==> src/rtl/uart_transceiver_if.sv <==
// Byte-level handshake and serial pins of the 8N1 UART core.
// The master is the memory-mapped I/O side; the slave is the transceiver.
interface uart_transceiver_if;
  logic       i_RxSerial;
  logic [7:0] o_RxByte;
  logic       o_Rx_DV;
  logic [7:0] i_TxByte;
  logic       i_Tx_DV;
  logic       o_TxSerial;
  logic       o_TxActive;
  logic       o_TxDone;

  modport master (
    output i_RxSerial, i_TxByte, i_Tx_DV,
    input  o_RxByte, o_Rx_DV, o_TxSerial, o_TxActive, o_TxDone
  );

  modport slave (
    input  i_RxSerial, i_TxByte, i_Tx_DV,
    output o_RxByte, o_Rx_DV, o_TxSerial, o_TxActive, o_TxDone
  );
endinterface

==> src/rtl/uart_transceiver.sv <==
// 8N1 UART with independent receiver and transmitter.
// The bit period is a fixed count of system clocks, with no oversampling.
module uart_transceiver #(
  parameter int unsigned CLKS_PER_BIT = 7292
) (
  input  logic               clk,
  input  logic               rst,
  uart_transceiver_if.slave  uart
);

  localparam int unsigned CNT_W = (CLKS_PER_BIT > 2) ? $clog2(CLKS_PER_BIT) : 1;
  localparam logic [CNT_W-1:0] BIT_LAST  = CNT_W'(CLKS_PER_BIT - 1);
  localparam logic [CNT_W-1:0] HALF_LAST = CNT_W'((CLKS_PER_BIT - 1) / 2);

  typedef enum logic [2:0] {
    S_IDLE    = 3'd0,
    S_START   = 3'd1,
    S_DATA    = 3'd2,
    S_STOP    = 3'd3,
    S_CLEANUP = 3'd4
  } state_e;

  // ---------------------------------------------------------------- receiver
  logic             rx_meta_q, rx_sync_q;
  state_e           rx_state_q, rx_state_d;
  logic [CNT_W-1:0] rx_cnt_q, rx_cnt_d;
  logic [2:0]       rx_idx_q, rx_idx_d;
  logic [7:0]       rx_shift_q, rx_shift_d;
  logic [7:0]       rx_byte_q, rx_byte_d;
  logic             rx_dv_q, rx_dv_d;
  logic             rx_bit_end_c, rx_half_c;

  assign rx_bit_end_c = (rx_cnt_q == BIT_LAST);
  assign rx_half_c    = (rx_cnt_q == HALF_LAST);

  // Two-flop synchronizer; resets to the idle-high line level.
  always_ff @(posedge clk or posedge rst) begin
    if (rst) begin
      rx_meta_q <= 1'b1;
      rx_sync_q <= 1'b1;
    end else begin
      rx_meta_q <= uart.i_RxSerial;
      rx_sync_q <= rx_meta_q;
    end
  end

  always_ff @(posedge clk or posedge rst) begin
    if (rst) rx_state_q <= S_IDLE;
    else     rx_state_q <= rx_state_d;
  end

  always_comb begin
    rx_state_d = rx_state_q;
    unique case (rx_state_q)
      S_IDLE:    if (!rx_sync_q) rx_state_d = S_START;
      S_START:   if (rx_half_c) rx_state_d = rx_sync_q ? S_IDLE : S_DATA;
      S_DATA:    if (rx_bit_end_c && (rx_idx_q == 3'd7)) rx_state_d = S_STOP;
      S_STOP:    if (rx_bit_end_c) rx_state_d = S_CLEANUP;
      S_CLEANUP: rx_state_d = S_IDLE;
      default:   rx_state_d = S_IDLE;
    endcase
  end

  always_comb begin
    rx_cnt_d   = rx_cnt_q;
    rx_idx_d   = rx_idx_q;
    rx_shift_d = rx_shift_q;
    rx_byte_d  = rx_byte_q;
    rx_dv_d    = 1'b0;
    unique case (rx_state_q)
      S_IDLE: begin
        rx_cnt_d = '0;
        rx_idx_d = 3'd0;
      end
      S_START: rx_cnt_d = rx_half_c ? '0 : rx_cnt_q + CNT_W'(1);
      S_DATA: begin
        if (rx_bit_end_c) begin
          rx_cnt_d             = '0;
          rx_shift_d[rx_idx_q] = rx_sync_q;
          rx_idx_d             = rx_idx_q + 3'd1;
        end else begin
          rx_cnt_d = rx_cnt_q + CNT_W'(1);
        end
      end
      // A low stop bit is a framing error: the byte is dropped silently.
      S_STOP: begin
        if (rx_bit_end_c) begin
          rx_cnt_d = '0;
          if (rx_sync_q) begin
            rx_byte_d = rx_shift_q;
            rx_dv_d   = 1'b1;
          end
        end else begin
          rx_cnt_d = rx_cnt_q + CNT_W'(1);
        end
      end
      S_CLEANUP: rx_cnt_d = '0;
      default:   rx_cnt_d = '0;
    endcase
  end

  always_ff @(posedge clk or posedge rst) begin
    if (rst) begin
      rx_cnt_q   <= '0;
      rx_idx_q   <= 3'd0;
      rx_shift_q <= 8'h00;
      rx_byte_q  <= 8'h00;
      rx_dv_q    <= 1'b0;
    end else begin
      rx_cnt_q   <= rx_cnt_d;
      rx_idx_q   <= rx_idx_d;
      rx_shift_q <= rx_shift_d;
      rx_byte_q  <= rx_byte_d;
      rx_dv_q    <= rx_dv_d;
    end
  end

  assign uart.o_RxByte = rx_byte_q;
  assign uart.o_Rx_DV  = rx_dv_q;

  // ------------------------------------------------------------- transmitter
  state_e           tx_state_q, tx_state_d;
  logic [CNT_W-1:0] tx_cnt_q, tx_cnt_d;
  logic [2:0]       tx_idx_q, tx_idx_d;
  logic [2:0]       tx_idx_nxt_c;
  logic [7:0]       tx_data_q, tx_data_d;
  logic             tx_serial_q, tx_serial_d;
  logic             tx_active_q, tx_active_d;
  logic             tx_done_q, tx_done_d;
  logic             tx_bit_end_c;

  assign tx_bit_end_c = (tx_cnt_q == BIT_LAST);
  assign tx_idx_nxt_c = tx_idx_q + 3'd1;

  always_ff @(posedge clk or posedge rst) begin
    if (rst) tx_state_q <= S_IDLE;
    else     tx_state_q <= tx_state_d;
  end

  // The start request is only looked at in IDLE, so CLEANUP gives the user
  // a cycle to drop a level-held valid after seeing done.
  always_comb begin
    tx_state_d = tx_state_q;
    unique case (tx_state_q)
      S_IDLE:    if (uart.i_Tx_DV) tx_state_d = S_START;
      S_START:   if (tx_bit_end_c) tx_state_d = S_DATA;
      S_DATA:    if (tx_bit_end_c && (tx_idx_q == 3'd7)) tx_state_d = S_STOP;
      S_STOP:    if (tx_bit_end_c) tx_state_d = S_CLEANUP;
      S_CLEANUP: tx_state_d = S_IDLE;
      default:   tx_state_d = S_IDLE;
    endcase
  end

  always_comb begin
    tx_cnt_d    = tx_cnt_q;
    tx_idx_d    = tx_idx_q;
    tx_data_d   = tx_data_q;
    tx_serial_d = tx_serial_q;
    tx_active_d = tx_active_q;
    tx_done_d   = 1'b0;
    unique case (tx_state_q)
      S_IDLE: begin
        tx_cnt_d    = '0;
        tx_idx_d    = 3'd0;
        tx_serial_d = 1'b1;
        tx_active_d = 1'b0;
        if (uart.i_Tx_DV) begin
          tx_data_d   = uart.i_TxByte;
          tx_serial_d = 1'b0;
          tx_active_d = 1'b1;
        end
      end
      S_START: begin
        if (tx_bit_end_c) begin
          tx_cnt_d    = '0;
          tx_serial_d = tx_data_q[0];
        end else begin
          tx_cnt_d = tx_cnt_q + CNT_W'(1);
        end
      end
      S_DATA: begin
        if (tx_bit_end_c) begin
          tx_cnt_d    = '0;
          tx_idx_d    = tx_idx_nxt_c;
          tx_serial_d = (tx_idx_q == 3'd7) ? 1'b1 : tx_data_q[tx_idx_nxt_c];
        end else begin
          tx_cnt_d = tx_cnt_q + CNT_W'(1);
        end
      end
      S_STOP: begin
        if (tx_bit_end_c) begin
          tx_cnt_d    = '0;
          tx_active_d = 1'b0;
          tx_done_d   = 1'b1;
        end else begin
          tx_cnt_d = tx_cnt_q + CNT_W'(1);
        end
      end
      S_CLEANUP: tx_cnt_d = '0;
      default:   tx_cnt_d = '0;
    endcase
  end

  always_ff @(posedge clk or posedge rst) begin
    if (rst) begin
      tx_cnt_q    <= '0;
      tx_idx_q    <= 3'd0;
      tx_data_q   <= 8'h00;
      tx_serial_q <= 1'b1;
      tx_active_q <= 1'b0;
      tx_done_q   <= 1'b0;
    end else begin
      tx_cnt_q    <= tx_cnt_d;
      tx_idx_q    <= tx_idx_d;
      tx_data_q   <= tx_data_d;
      tx_serial_q <= tx_serial_d;
      tx_active_q <= tx_active_d;
      tx_done_q   <= tx_done_d;
    end
  end

  assign uart.o_TxSerial = tx_serial_q;
  assign uart.o_TxActive = tx_active_q;
  assign uart.o_TxDone   = tx_done_q;

endmodule

==> src/flat_wrapper.sv <==
// flat-port wrapper written by rule: the top's interface ports become plain ports
module uart_transceiver_flat 
#(
  parameter int unsigned CLKS_PER_BIT = 7292
)
  (clk, rst, uart_i_RxSerial, uart_i_TxByte, uart_i_Tx_DV, uart_o_RxByte, uart_o_Rx_DV, uart_o_TxSerial, uart_o_TxActive, uart_o_TxDone);
  uart_transceiver_if uart_i ();
  input  logic clk;
  input  logic rst;
  input wire logic [$bits(uart_i.i_RxSerial)-1:0] uart_i_RxSerial;
  input wire logic [$bits(uart_i.i_TxByte)-1:0] uart_i_TxByte;
  input wire logic [$bits(uart_i.i_Tx_DV)-1:0] uart_i_Tx_DV;
  output wire logic [$bits(uart_i.o_RxByte)-1:0] uart_o_RxByte;
  output wire logic [$bits(uart_i.o_Rx_DV)-1:0] uart_o_Rx_DV;
  output wire logic [$bits(uart_i.o_TxSerial)-1:0] uart_o_TxSerial;
  output wire logic [$bits(uart_i.o_TxActive)-1:0] uart_o_TxActive;
  output wire logic [$bits(uart_i.o_TxDone)-1:0] uart_o_TxDone;
  assign uart_i.i_RxSerial = uart_i_RxSerial;
  assign uart_i.i_TxByte = uart_i_TxByte;
  assign uart_i.i_Tx_DV = uart_i_Tx_DV;
  assign uart_o_RxByte = uart_i.o_RxByte;
  assign uart_o_Rx_DV = uart_i.o_Rx_DV;
  assign uart_o_TxSerial = uart_i.o_TxSerial;
  assign uart_o_TxActive = uart_i.o_TxActive;
  assign uart_o_TxDone = uart_i.o_TxDone;
  uart_transceiver #(.CLKS_PER_BIT(CLKS_PER_BIT)) u_core (.clk(clk), .rst(rst), .uart(uart_i));
endmodule
==> config.mk <==
export PLATFORM = sky130hd
export DESIGN_NAME = uart_transceiver_flat
export DESIGN_NICKNAME = d
export VERILOG_FILES = /design/src/rtl/uart_transceiver_if.sv /design/src/rtl/uart_transceiver.sv /design/src/flat_wrapper.sv
export SDC_FILE = /design/constraint.sdc
export NUM_CORES = 1
export LEC_CHECK = 0
export BUFFER_PORTS_ARGS = -buffer_cell sky130_fd_sc_hd__buf_2
export CORE_UTILIZATION = 59
export DETAILED_ROUTE_END_ITERATION = 10
export PLACE_DENSITY = 0.81
export SYNTH_ARGS = -nofsm -noshare
export SYNTH_HDL_FRONTEND = slang
export SYNTH_SLANG_ARGS = --single-unit
export TNS_END_PERCENT = 1
==> constraint.sdc <==
create_clock -name clk -period 2.8 [get_ports clk]
set_clock_uncertainty 0.15 [all_clocks]
set_input_delay 0.28 -clock clk [delete_from_list [all_inputs] [get_ports clk]]
set_output_delay 0.28 -clock clk [all_outputs]
set_load 0.02 [all_outputs]
# == Yosys cells after proc, flatten, opt, wreduce, memory -nomap -nowiden ==
# Index checks and enable logic that the tools add are counted.
# totals
ff_bits,68
input_bits,12
out_inout_bits,12
word_cells,101
# op_classes
add_sub_neg,4
order_cmp,3
n_eq_ne,21
mux,38
n_reduce_logical,20
# op_table
op,n
$mux W13,4
$mux W3,10
$add A13 B1 Y13 const B,2
$eq A13 B13 Y1 const B,2
$pmux W13 S2,1
$pmux W3 S4,2
$ne A2 B1 Y1 const B,8
$eq A13 B12 Y1 const B,1
$mux W1,13
$eq A3 B2 Y1 const B,4
$pmux W3 S2,2
$reduce_and A2 Y1,5
$bwmux W8,1
$lt A3 B4 Y1 const B,2
$reduce_and A4 Y1,2
$add A3 B1 Y3 const B,2
$eq A3 B1 Y1 const B,2
$eq A3 B3 Y1 const B,2
$logic_not A3 Y1,2
$reduce_and A3 Y1,2
$reduce_bool A2 Y1,3
$ne A2 B2 Y1 const B,2
$bmux W1 S3,1
$demux W1 S3,1
other kinds (8),10

# == Logic depth before layout (Yosys ltp) ==
# logic_depth
depth_word,6
ltp_mapped,8
mapped_depth_nobuf,7

# == Least setup slack after synthesis ==
# No wires, ideal clock.
# synth_timing
path_type,register -> register
from,register u_core.rx_cnt_q[0]
to,register u_core.rx_shift_q[4]
t_arrival_ns,1.897
required_time_ns,2.525
slack_ns,0.629
stages_incl_launch_ff,7
path_cell_list,dfrtp_1 > ha_1 > nand4bb_1 > nor4_4 > nand2b_2 > nor3b_1 > mux2_2
# synth_between
elab_chain_cells,2
# synth_lines
element,line_no,source
start: declaration,uart_transceiver.sv:26,"logic [CNT_W-1:0] rx_cnt_q, rx_cnt_d;"
start signal: assignment,uart_transceiver.sv:110,rx_cnt_q <= rx_cnt_d;
$eq A13 B13 Y1,uart_transceiver.sv:33,assign rx_bit_end_c = (rx_cnt_q == BIT_LAST);
$reduce_and A2 Y1 (no source line),--,
end signal: assignment,uart_transceiver.sv:112,rx_shift_q <= rx_shift_d;
end: declaration,uart_transceiver.sv:28,"logic [7:0] rx_shift_q, rx_shift_d;"
# Every way passes these cells.
# A chain may end at the register's enable or synchronous reset.

# == Final worst setup path ==
# Same ends and word-level chain as after synthesis.

==> impl_metrics.csv <==
group,metric,value,unit
synthesis,synth_edf_count,0,
synthesis,async_flop_share,100,%
layout,post-route-util,69.7,%
layout,drive_gt1_share,20.8,%
synthesis,yosysTopAreaCell,"dfrtp_1",
routing,avgRoutedWirePerCell,14.5,µm
floorplan,fp.dieW,75.5,µm
sta,setup_viol,0,
routing,via_per_inst,5.56,
synthesis,yosys_warnings,0,
global_route,grt_overflow,0,
sta,clock.fmax,0.405,GHz
placed_design,port_buffers,23,
synthesis,yosysSeqAreaShare,53.5,%
synthesis,synth_top_area_share,51.0,%
worst_setup_path,path_class,"flip-flop to flip-flop",
worst_setup_path,worst-path-buf-inv,0,
floorplan,start_util,62.0,%
floorplan,io_pins,24,
synthesis,synth.distinct_cells,43,
routing,first_iter_violations,88,
worst_setup_path,crit_path_top_delay_cell,"nor4_4",
worst_setup_path,critPathTopFamily,"simple AND/OR/NAND/NOR gates",
run_status,outcome,"finished, final reports clean",
sta,fin_crit,2.47,ns
clock_network,cts_root_buf,"clkbuf_8",
synthesis,syn_area,0.00319,mm²
sta,final.period_utilization,88.1,%
sta,rsz0062_at_grt,"false",
sta,fin_setup_tns,0,ns
synthesis,synthTopCellsByArea,"dfrtp_1, mux2_2, nor2_1",
worst_setup_path,crit_chain,"ha_1, nand4bb_1, nor4_4, nand2b_2, nor3b_1, mux2_2",
global_route,grt_max_degree,32,
global_route,grt_util_all_layers,23.9,%
global_route,grt_pass1_vias,2180,
pwr,leakage,1.67,nW
worst_setup_path,crit_path_max_fanout,7,
pwr,powerDensity,563,mW/mm²
clock_network,clkTransAtPathRegs,0.07,ns
worst_setup_path,cpPeakStageDelay,0.48,ns
layout,area_growth,12.4,%
floorplan,die-area,0.00570,mm²
synthesis,avgSynthCellArea,10.6,µm²
layout,diodes,0,
global_route,antenna_found_initial,0,
routing,vias,2256,
routing,drt-pass1-iter-count,4,
synthesis,syn_nets,321,
synthesis,syn_inst,302,
floorplan,core,0.00514,mm²
routing,route.detailed.drc,0,
global_route,grt_pass1_wl,9900,µm
synthesis,yosys_most_used_dff,"dfrtp_1",
flow_run,maxCapViolations,0,
clock_network,cts_tree,"done",
clock_network,numCtsBuffers,9,
worst_setup_path,cp.required,2.87,ns
sta,tightest_slew,0.586,ns
layout,fin_area,0.00358,mm²
floorplan,die_height,75.5,µm
worst_setup_path,end_kind,"flip-flop",
layout,layout.nets,352,
clock_network,clock_sinks,68,
clock_network,clk_latency,0.34,ns
placed_design,place.gp.congestion,0.785,
worst_hold_path,hold_path.class,"primary input to flip-flop",
routing,ant_nets,0,
sta,max_slew_margin,60.6,%
clock_network,clockBufferDepth,2,
worst_setup_path,worst-r2r-setup-slack,0.33,ns
layout,final_cell_mix,"dfrtp_1, nor2_1, nand2_1, buf_2, mux2_2",
worst_setup_path,start_kind,"flip-flop",
layout,final_common_cell,"dfrtp_1",
routing,routed_wl,5890,µm
pwr,max-vdd-ir-drop,0.295,mV
sta,maxSlewViolCount,0,
clock_network,cts_htree_levels,3,
placed_design,post_dp_cell_area,0.00339,mm²
worst_setup_path,arrival,2.54,ns
synthesis,ys_ff_latch,68,
floorplan,rows,26,
sta,hold_viol,0,
placed_design,dpl.hpwl,4150,µm
clock_network,cts_resized,0,
==> state kept, by name (all words and copies together) (netlist names), 3 cells and up <==
signal and flops:
u_core.tx_idx_q 3, u_core.tx_state_q 3, u_core.tx_cnt_q 13, u_core.rx_shift_q 8, u_core.tx_data_q 8, u_core.rx_cnt_q 13, u_core.uart.o_RxByte 8, u_core.rx_idx_q 3
u_core.rx_state_q 3
==> cell type report <==
cell class	instances	area, µm²
inverter	6	22.5
tap	70	87.6
fill	403	1560
clock inverter	2	10.0
sequential	68	1710
multi-input combinational	218	1420
clock buffer	12	165
timing repair buffer	30	173
==> final timing paths <==
path | start | end | cells past startpoint
hold reg to reg | u_core.rx_meta_q | u_core.rx_sync_q | 0
setup / recovery | u_core.rx_cnt_q[0] | u_core.rx_shift_q[4] | 6
min in group asynchronous | rst | u_core.tx_cnt_q[7] | 3
setup reg to reg | u_core.rx_cnt_q[0] | u_core.rx_shift_q[4] | 6
hold / removal | uart_i_TxByte[0] | u_core.tx_data_q[0] | 2
max in group asynchronous | rst | u_core.uart.o_RxByte[7] | 4
==> synthesized netlist by cell type, drive strengths merged, types with 5 or more instances <==
cell type / count
inv: 6
nor2: 43
a22o: 5
mux2: 20
nand4: 8
xor2: 11
nand3: 7
nand2: 41
dfrtp: 65
o21ai: 7
xnor2: 12
clkbuf: 8
nand2b: 6
nor3: 9
ha: 7
==> cell families (layout without fill, tap and decap cells) <==
group           count (synthesis)  in the layout  synth area share [%]
compound gates                 22             22                  4.59
xor+xnor                       23             23                  6.32
fa+ha+maj                       8              8                  3.06
buf+inv                        16             50                  1.96
flops                          68             68                  53.5
mux                            22             22                  7.70
simple gates                  143            143                  22.9
==> report_power, final <==
group / internal, mW / switching (mW)
Combinational: 0.0816 / 0.0940
Sequential: 1.06 / 0.0629
Clock: 0.381 / 0.341
==> repair_timing <==
action,CTS,global route
setup endpoints to repair,0,0
endpoints found under the hold margin,15,0
hold buffers,2,0
buffers inserted,0,0
==> per-layer routing <==
metal  vias up  wire length, µm  global-route usage (%)  part of all wire, %
met2        48             2800                    37.1                   47
met5         -                0                       0                    0
met1      1103             2760                    31.7                   47
met4         0              133                    11.9                  2.3
li1       1091                -                       -                    -
met3        14              203                    5.82                  3.4
==> through the flow <==
stage	worst slack (ns)	hold slack, ns	cells	power [mW]
floorplan	0.629	0.134	302	1.25
global placement	0.515	0.117	390	1.29
detailed placement	0.348	0.120	390	1.31
CTS	0.326	0.0114	406	2.03
global route	0.0778	0.0209	406	2.11
finish	0.332	0.0153	406	2.02
Note: power is estimated with default switching activity, not from simulation.
